[config.mk]
export PLATFORM = sky130hd
export DESIGN_NAME = mem_bus_arbiter
export DESIGN_NICKNAME = d
export VERILOG_FILES = /design/src/rtl/be_pkg.sv /design/src/rtl/rv32i_pkg.sv /design/src/rtl/bus_rr_arbiter.sv /design/src/rtl/mem_bus_arbiter.sv
export SDC_FILE = /design/constraint.sdc
export NUM_CORES = 1
export LEC_CHECK = 0
export ABC_AREA = 1
export BUFFER_PORTS_ARGS = -buffer_cell sky130_fd_sc_hd__buf_2
export CAP_MARGIN = 20
export CORE_UTILIZATION = 35
export DETAILED_ROUTE_END_ITERATION = 10
export RECOVER_POWER = 50
export SKIP_CTS_REPAIR_TIMING = 1
export SYNTH_ARGS = -nofsm -noshare
export SYNTH_HDL_FRONTEND = slang
export SYNTH_SLANG_ARGS = --single-unit
export TNS_END_PERCENT = 50
[constraint.sdc]
create_clock -name clk -period 2.1 [get_ports clk]
set_input_delay 0.21 -clock clk [delete_from_list [all_inputs] [get_ports clk]]
set_output_delay 0.21 -clock clk [all_outputs]
set_load 0.02 [all_outputs]
[src/rtl/be_pkg.sv]
// Bus-engine types shared by the memory bus arbiter and its round-robin selector.
package be_pkg;

    typedef enum logic [1:0] {
        BUS_IDLE   = 2'd0,
        BUS_ACCESS = 2'd1,
        BUS_RESP   = 2'd2
    } BUS_ARB_STATE_t;

    typedef enum logic {
        BUS_REQ_CORE = 1'b0,
        BUS_REQ_LDR  = 1'b1
    } BUS_REQ_ID_t;

    localparam int unsigned BUS_CNT_W = 16;

    function automatic logic bus_is_req(input logic rden, input logic wren);
        return rden | wren;
    endfunction

endpackage

[src/rtl/rv32i_pkg.sv]
// Shared RV32I type definitions used across the core and memory subsystem.
package rv32i_pkg;

    typedef logic [31:0] RV32I_OPERAND_t;

endpackage

[src/rtl/bus_rr_arbiter.sv]
// Two-way round-robin selector: on a tie the port not granted last wins.
module bus_rr_arbiter
    import be_pkg::*;
(
    input  logic        core_req_i,
    input  logic        ldr_req_i,
    input  BUS_REQ_ID_t last_grant_i,
    output logic [1:0]  grant_o
);

    // grant_o[0] selects the core, grant_o[1] the loader
    always_comb begin
        grant_o = 2'b00;
        if (core_req_i && ldr_req_i) begin
            grant_o = (last_grant_i == BUS_REQ_LDR) ? 2'b01 : 2'b10;
        end else if (core_req_i) begin
            grant_o = 2'b01;
        end else if (ldr_req_i) begin
            grant_o = 2'b10;
        end
    end

endmodule

[src/rtl/mem_bus_arbiter.sv]
// Shares one memory port between the core and the loader with round-robin
// arbitration, a per-transaction ACCESS timeout and a sticky bus error flag.
module mem_bus_arbiter
    import rv32i_pkg::*;
    import be_pkg::*;
#(
    parameter int unsigned TIMEOUT_CYCLES = 16,
    parameter int unsigned ADDR_WIDTH     = 32
) (
    input  logic                  clk,
    input  logic                  rst,
    input  logic [ADDR_WIDTH-1:0] core_addr,
    input  RV32I_OPERAND_t        core_wrdata,
    input  logic                  core_rden,
    input  logic                  core_wren,
    output RV32I_OPERAND_t        core_rddata,
    output logic                  core_ack,
    output logic                  core_stall,
    input  logic [ADDR_WIDTH-1:0] ldr_addr,
    input  RV32I_OPERAND_t        ldr_wrdata,
    input  logic                  ldr_rden,
    input  logic                  ldr_wren,
    output RV32I_OPERAND_t        ldr_rddata,
    output logic                  ldr_ack,
    output logic [ADDR_WIDTH-1:0] mem_addr,
    output RV32I_OPERAND_t        mem_wrdata,
    output logic                  mem_rden,
    output logic                  mem_wren,
    input  RV32I_OPERAND_t        mem_rddata,
    input  logic                  mem_ready,
    output logic                  bus_err
);

    localparam int unsigned            TO_LAST = TIMEOUT_CYCLES - 1;
    localparam logic [BUS_CNT_W-1:0]   CNT_ONE = {{(BUS_CNT_W-1){1'b0}}, 1'b1};

    BUS_ARB_STATE_t        state_q, state_d;
    BUS_REQ_ID_t           win_q, win_d;
    BUS_REQ_ID_t           last_grant_q, last_grant_d;
    logic                  wr_q, wr_d;
    logic [ADDR_WIDTH-1:0] addr_q, addr_d;
    RV32I_OPERAND_t        wdata_q, wdata_d;
    logic [BUS_CNT_W-1:0]  cnt_q, cnt_d;
    logic                  err_q, err_d;
    logic                  core_ack_q, core_ack_d;
    logic                  ldr_ack_q, ldr_ack_d;
    RV32I_OPERAND_t        core_rd_q, core_rd_d;
    RV32I_OPERAND_t        ldr_rd_q, ldr_rd_d;

    logic                  core_req, ldr_req;
    logic [1:0]            grant;
    logic                  timeout_hit;
    logic                  load_rd;
    RV32I_OPERAND_t        rd_val;

    assign core_req = bus_is_req(core_rden, core_wren);
    assign ldr_req  = bus_is_req(ldr_rden, ldr_wren);

    bus_rr_arbiter u_rr (
        .core_req_i   (core_req),
        .ldr_req_i    (ldr_req),
        .last_grant_i (last_grant_q),
        .grant_o      (grant)
    );

    // mem_ready beats the timeout when both land in the same cycle
    assign timeout_hit = ({{(32-BUS_CNT_W){1'b0}}, cnt_q} == TO_LAST);
    assign load_rd     = mem_ready ? ~wr_q : 1'b1;
    assign rd_val      = mem_ready ? mem_rddata : '0;

    always_comb begin
        state_d      = state_q;
        win_d        = win_q;
        last_grant_d = last_grant_q;
        wr_d         = wr_q;
        addr_d       = addr_q;
        wdata_d      = wdata_q;
        cnt_d        = cnt_q;
        err_d        = err_q;
        core_ack_d   = 1'b0;
        ldr_ack_d    = 1'b0;
        core_rd_d    = core_rd_q;
        ldr_rd_d     = ldr_rd_q;
        unique case (state_q)
            BUS_IDLE: begin
                if (grant[0]) begin
                    win_d   = BUS_REQ_CORE;
                    addr_d  = core_addr;
                    wdata_d = core_wrdata;
                    wr_d    = core_wren;
                end else if (grant[1]) begin
                    win_d   = BUS_REQ_LDR;
                    addr_d  = ldr_addr;
                    wdata_d = ldr_wrdata;
                    wr_d    = ldr_wren;
                end
                if (|grant) begin
                    cnt_d   = '0;
                    state_d = BUS_ACCESS;
                end
            end
            BUS_ACCESS: begin
                cnt_d = cnt_q + CNT_ONE;
                if (mem_ready || timeout_hit) begin
                    state_d = BUS_RESP;
                    err_d   = err_q | ~mem_ready;
                    if (win_q == BUS_REQ_CORE) begin
                        core_ack_d = 1'b1;
                        if (load_rd) core_rd_d = rd_val;
                    end else begin
                        ldr_ack_d = 1'b1;
                        if (load_rd) ldr_rd_d = rd_val;
                    end
                end
            end
            BUS_RESP: begin
                last_grant_d = win_q;
                state_d      = BUS_IDLE;
            end
            default: state_d = BUS_IDLE;
        endcase
    end

    always_ff @(posedge clk) begin
        if (!rst) begin
            state_q      <= BUS_IDLE;
            win_q        <= BUS_REQ_CORE;
            last_grant_q <= BUS_REQ_LDR;
            wr_q         <= 1'b0;
            addr_q       <= '0;
            wdata_q      <= '0;
            cnt_q        <= '0;
            err_q        <= 1'b0;
            core_ack_q   <= 1'b0;
            ldr_ack_q    <= 1'b0;
            core_rd_q    <= '0;
            ldr_rd_q     <= '0;
        end else begin
            state_q      <= state_d;
            win_q        <= win_d;
            last_grant_q <= last_grant_d;
            wr_q         <= wr_d;
            addr_q       <= addr_d;
            wdata_q      <= wdata_d;
            cnt_q        <= cnt_d;
            err_q        <= err_d;
            core_ack_q   <= core_ack_d;
            ldr_ack_q    <= ldr_ack_d;
            core_rd_q    <= core_rd_d;
            ldr_rd_q     <= ldr_rd_d;
        end
    end

    // Address/data come straight from the grant registers, so they hold outside ACCESS
    assign mem_addr    = addr_q;
    assign mem_wrdata  = wdata_q;
    assign mem_rden    = (state_q == BUS_ACCESS) & ~wr_q;
    assign mem_wren    = (state_q == BUS_ACCESS) &  wr_q;
    assign core_ack    = core_ack_q;
    assign ldr_ack     = ldr_ack_q;
    assign core_rddata = core_rd_q;
    assign ldr_rddata  = ldr_rd_q;
    assign bus_err     = err_q;
    assign core_stall  = core_req & ~core_ack_q;

endmodule

## Word level (Yosys, flattened, before mapping)

Index checks and enable logic that the tools add are counted.

| operators by class | value |
|---|---|
| add/sub/neg operators | 1 |
| multipliers | 0 |
| divide/modulo/power cells | 0 |
| magnitude comparators | 0 |
| equality and inequality tests | 5 |
| shift-type cells | 0 |
| multiplexer cells | 21 |
| bitwise logic cells | 10 |
| reduce and logical (&&, ||, !) cells | 13 |

Operator list:

| kind | count |
|---|---|
| $mux W32 | 5 |
| $pmux W16 S2 | 1 |
| $add A16 B1 Y16 const B | 1 |
| $eq A16 B4 Y1 const B | 1 |
| $mux W16 | 1 |
| $mux W2 | 6 |
| $reduce_and A2 Y1 | 4 |
| $reduce_and A4 Y1 | 2 |
| $mux W1 | 7 |
| $ne A2 B2 Y1 const B | 2 |
| $not A1 Y1 | 4 |
| $pmux W2 S2 | 1 |
| $reduce_bool A2 Y1 | 2 |
| $and A1 B1 Y1 | 3 |
| $or A1 B1 Y1 | 3 |
| $reduce_and A3 Y1 | 1 |
| $eq A2 B1 Y1 const B | 1 |
| $eq A2 B2 Y1 const B | 1 |
| $logic_not A2 Y1 | 1 |
| $reduce_or A2 Y1 | 1 |
| $logic_and A1 B1 Y1 | 1 |
| $logic_or A1 B1 Y1 | 1 |

| storage, ports and cells | value |
|---|---|
| register bits | 152 |
| latch bits | 0 |
| memory bits (writable) | 0 |
| memory bits (read-only) | 0 |
| input port bits | 167 |
| output and inout bits | 134 |
| logic and storage cells | 62 |
| memories kept | 0 |

## Depth between registers and ports, before layout

| depth | value |
|---|---|
| depth in word-level cells | 7 |
| gate-level depth with buffers | 11 |
| depth with buffers taken out | 10 |

## Cells and area by module

A second synthesis with hierarchy kept.

| unflattened totals | value |
|---|---|
| cells, all modules | 1033 |
| area total of the unflattened synthesis | 6861.6 µm² |

By module, submodules not included:

| module | times used | cells an instance | area each (µm²) | sequential area each (µm²) |
|---|---|---|---|---|
| mem_bus_arbiter | 1 | 1028 | 6840.3 | 3042.9 |
| bus_rr_arbiter | 1 | 5 | 21.3 | 0.0 |

## Worst setup path after synthesis

Ideal clock, no wire load.

| path | value |
|---|---|
| path type | register to register |
| start | register cnt_q[0] |
| end | register core_rd_q[12] (netlist: core_rddata[12]) |
| setup time | 0.113 ns |
| data arrival time | 1.396 ns |
| required time | 1.987 ns |
| slack | 0.591 ns |
| cell stages (with the launch flop) | 11 |
| buffers on the path | 2 |
| clock period less this slack | 1.509 ns |
| cell sequence | dfxtp_1 > ha_1 > nand3_1 > nor2_1 > nand2_1 > nand2_4 > nand3_2 > buf_6 > buf_2 > nor2_1 > nor2_1 |

| between the ends | value |
|---|---|
| cells in the longest elaborated chain, start to end | 3 |

RTL lines:

| what | line | RTL |
|---|---|---|
| start: declaration | mem_bus_arbiter.sv:43 | `logic [BUS_CNT_W-1:0] cnt_q, cnt_d;` |
| start signal: assignment | mem_bus_arbiter.sv:145 | `cnt_q <= cnt_d;` |
| $eq A16 B4 Y1 | mem_bus_arbiter.sv:67 | `assign timeout_hit = ({{(32-BUS_CNT_W){1'b0}}, cnt_q} == TO_LAST);` |
| $logic_or A1 B1 Y1 | mem_bus_arbiter.sv:104 | `if (mem_ready \|\| timeout_hit) begin` |
| $reduce_and A4 Y1 (no source line) | - |  |
| end signal: assignment | mem_bus_arbiter.sv:149 | `core_rd_q <= core_rd_d;` |
| end: declaration | mem_bus_arbiter.sv:47 | `RV32I_OPERAND_t core_rd_q, core_rd_d;` |

Every way passes these cells.
A chain may end at the register's enable or synchronous reset.

## Worst setup path after layout

| path | value |
|---|---|
| start | register state_q[0] |
| end | output mem_rden |

| between the ends | value |
|---|---|
| cells in the longest elaborated chain, start to end | 2 |

RTL lines:

| what | line | RTL |
|---|---|---|
| start: declaration | mem_bus_arbiter.sv:37 | `BUS_ARB_STATE_t state_q, state_d;` |
| start signal: assignment | mem_bus_arbiter.sv:139 | `state_q <= state_d;` |
| $eq A2 B1 Y1 | mem_bus_arbiter.sv:157 | `assign mem_rden = (state_q == BUS_ACCESS) & ~wr_q;` |
| $and A1 B1 Y1 | mem_bus_arbiter.sv:157 |  |
| end: declaration | mem_bus_arbiter.sv:27 | `output logic mem_rden,` |

Every way passes these cells.

==> results <==
- The total negative slack is 0 ns.
- The synthesized netlist occupies a cell area of 7230 sq um.
- Across the VDD grid, the largest voltage drop is 0.000516 V.
- The largest driver fanout on the critical path is 16.
- The later pin in the worst-skew pair is clocked with a latency of 0.43 ns.
- In this run the count of I/O pins placed on the die edge is 301.
- The initial standard-cell utilization of the core is 35.7%.
- Clock tree synthesis selected as its root buffer the cell sky130_fd_sc_hd__clkbuf_16.
- The data arrival time of the critical path is 1.67 ns.
- During synthesis, Yosys emitted a total of 0 warnings.
- At the end of routability-driven placement, the weighted congestion stood at 0.810.
- For this run, design rule violations remaining after detail routing come to 0.
- After Yosys synthesis, full adders, half adders and majority gates account for 0.173% of the synthesized area.
- The number of hold-slack violations in the final timing report is 0.
- The capturing element type of the critical path is a primary output.
- Static timing analysis puts the maximum clock frequency at 531 MHz.
- The share of the synthesized area in compound gates (AO/OA/AOI/OAI) is 9.59%.
- The path class of the lowest-slack min-delay path is in2reg.
- Counting the buffers created by CTS gives 17.
- The routed wire length is 21,400 microns.
- Dividing the detail-routed via count by the number of cells gives 4.51.
- At the pin with the least slew margin, the transition time is 0.679 ns.
- The number of nets handed over by synthesis was 1,273.
- The netlist uses 25 different library cells.
- Relative to the synthesized area, the layout overhead comes to 30.3%.
- The post-route netlist has 16.4% of its cells at a drive strength greater than 1.
- Setup violations remaining at the end of the flow were counted as 0.
- The count of buffers inserted at the top-level ports is 300.
- The total count of max-transition violations in the final report is 0.
- The worst path uses 89.6% of the clock period.
- Counting flops and latches in the post-synthesis netlist gives 152.
- Max-cap violations in this run came to 0.
- The remaining number of nets flagged by the antenna check after routing is 0.
- The wire length of the first global-routing pass is 34,500 microns.
- The floorplan step set the die height to 146 microns.
- The routed layout has 7,479 vias.
- The number of fill cells is 2,205.
- The total overflow left after global routing is 0.
- The library cell used most frequently in the layout, excluding fill and tap cells, is sky130_fd_sc_hd__nand2_1.
- After legalization and detailed placement, the total HPWL measured 15,000 microns.
- The fraction of post-synthesis cell area in the top cell type by area is 42.1%.
- The synthesized design spends more area on one cell type than any other, namely sky130_fd_sc_hd__dfxtp_1.
- The initialized floorplan defines 52 standard-cell rows.
- The clock-pin slew on the worst setup and hold paths is 0.07 ns.
- The leakage power is 4.92 nW.
- The number of H-tree levels is 4.
- In the post-synthesis netlist, the biggest area contributors are sky130_fd_sc_hd__dfxtp_1, sky130_fd_sc_hd__nand2_1, sky130_fd_sc_hd__inv_1.
- Setup repair after global routing left no endpoint under its margin.
- The worst-case clock skew is 0.0102 ns.
- Summing the sequential cell areas from Yosys gives 42.1% of the chip area.
- Power spread over the standard cell area amounts to 855 nW/um^2.
- The smallest hold slack is 0.0619 ns.
- The routed wire length per instance is 12.9 microns.
- The die is 146 microns wide.
- In this run, the number of DRC markers left after iteration 0 of detailed routing was 277.
- The tree built by TritonCTS fans out to 152 sinks.
- The critical setup path kind is reg2out.
- The number of nets at the end of the flow is 1,543.
- In the layout the commonest cells are sky130_fd_sc_hd__nand2_1, sky130_fd_sc_hd__inv_1, sky130_fd_sc_hd__buf_2, sky130_fd_sc_hd__dfxtp_1, sky130_fd_sc_hd__clkbuf_1.
- Entering global routing, the biggest net connects 58 pins.
- The dominant combinational cell family by area after synthesis is simple AND/OR/NAND/NOR gates.
- The normalized max-slew margin is 54.7%.
- The core region is 20,200 sq um.
- The post-synthesis simple-gate area fraction is 33.1%.
- The cell count after synthesis came out at 1,105.
- After Yosys synthesis, XOR and XNOR cells account for 0% of the synthesized area.
- The area of combinational cells with multiple inputs is 3110 sq um.
- The initial antenna violation count is 0.
- For this run, the total global-route usage over all layers was measured as 20.3%.
- The count of inserted antenna diode cells is 0.
- The flow ran to the end, and the final reports show no timing, DRC or antenna violations.
- The critical path data required time is 1.89 ns.
- The area enclosed by the die boundary is 21,200 sq um.
- The sequential cells in the finished layout cover a total of 3040 sq um.
- The number of global-route vias before repair was 6,870.
- In the synthesized netlist, mux cells make up 0% of the area.
- The first detailed-routing pass ran for 4 iterations.
- The clock period minus final worst setup slack is 1.88 ns.
- Counting along the longest clock path gives a buffer depth of 2.
- The worst setup path is launched from a flip-flop.
- A synthesized cell averages 6.54 sq um.
- TritonCTS built the clock tree.
path summary, 6_finish.rpt:
path,from,end,slack [ns],cells past startpoint
setup reg to reg,last_grant_q$_SDFFE_PN1N_,mem_addr[29]$_SDFFE_PN0P_,0.25,7
hold reg to reg,bus_err$_SDFFE_PN0P_,bus_err$_SDFFE_PN0P_,0.46,2
hold / removal,ldr_wren,wr_q$_SDFFE_PN0P_,0.06,3
setup / recovery,state_q[0]$_SDFFE_PN0P_,mem_rden,0.22,5
cell type report:
| cell class | count | share of cell area (%) |
|---|---|---|
| Clock buffer | 17 | 4.52 |
| Clock inverter | 15 | 1.83 |
| Inverter | 201 | 8.02 |
| Multi-Input combinational cell | 683 | 33.0 |
| Sequential cell | 152 | 32.3 |
| Tap cell | 270 | 3.59 |
| Timing Repair Buffer | 320 | 16.7 |
cells by family (layout without fill, tap and decap cells):
logic type / after synthesis / in the layout
AOI/OAI and AO/OA: 103 / 103
adders and majority gates: 1 / 1
buffers and inverters: 270 / 553
DFF: 152 / 152
and+or+nand+nor: 579 / 579
flip-flops by register name, summed over array words and instances (netlist names), 2 cells and up:
signal / flops
state_q: 2
mem_wrdata: 32
ldr_rddata: 32
core_rddata: 32
cnt_q: 16
mem_addr: 32
synth_stat cells:
master	number
sky130_fd_sc_hd__a21boi_0	1
sky130_fd_sc_hd__a21oi_1	18
sky130_fd_sc_hd__a21oi_2	2
sky130_fd_sc_hd__a22oi_1	1
sky130_fd_sc_hd__buf_1	6
sky130_fd_sc_hd__buf_2	29
sky130_fd_sc_hd__buf_6	5
sky130_fd_sc_hd__clkbuf_1	29
sky130_fd_sc_hd__dfxtp_1	152
sky130_fd_sc_hd__ha_1	1
sky130_fd_sc_hd__inv_1	201
sky130_fd_sc_hd__nand2_1	337
sky130_fd_sc_hd__nand2_4	1
sky130_fd_sc_hd__nand3_1	72
sky130_fd_sc_hd__nand3_2	2
sky130_fd_sc_hd__nand4_1	37
sky130_fd_sc_hd__nor2_1	123
sky130_fd_sc_hd__nor2_2	1
sky130_fd_sc_hd__nor3_1	4
sky130_fd_sc_hd__nor3b_1	1
sky130_fd_sc_hd__o211ai_1	64
sky130_fd_sc_hd__o21ai_0	15
sky130_fd_sc_hd__o22ai_1	1
sky130_fd_sc_hd__o311ai_0	1
sky130_fd_sc_hd__or2_2	1
critical path, cell delays in order (launching register included):
cell                      delay [ns]
sky130_fd_sc_hd__dfxtp_1        0.40
sky130_fd_sc_hd__inv_1          0.09
sky130_fd_sc_hd__nor2_4         0.35
sky130_fd_sc_hd__inv_1          0.13
sky130_fd_sc_hd__nor2_1         0.10
sky130_fd_sc_hd__buf_2          0.16
metrics by stage:
step | utilization (%) | cells | setup WS, ns | cell area, sq um | power, W
after floorplan | - | 1105 | 0.591 | 7230 | 0.00435
after global placement | 44.5 | 1626 | 0.414 | 9000 | 0.00499
after detailed placement | 44.5 | 1626 | 0.397 | 9000 | 0.00500
after CTS | 47.4 | 1658 | 0.177 | 9600 | 0.00820
after global routing | 46.5 | 1658 | 0.0427 | 9410 | 0.00847
final | 46.5 | 1658 | 0.218 | 9410 | 0.00804
routing by layer:
layer / GRT usage, % / part of all wire, % / up-vias
li1: - / - / 3947
met1: 25.6 / 46 / 3269
met2: 33.0 / 46 / 240
met3: 5.39 / 6.0 / 23
met4: 7.74 / 1.9 / 0
met5: 0 / 0 / -
power breakdown:
part / switching [W] / internal (W) / total (W) / leakage, nW
logic: 0.00108 / 0.000545 / 0.00162 / 3.38
registers: 0.000132 / 0.00312 / 0.00325 / 1.25
clock network: 0.00138 / 0.00180 / 0.00317 / 0.296
total: 0.00258 / 0.00546 / 0.00804 / 4.92
Note: power is estimated with default switching activity, not from simulation.
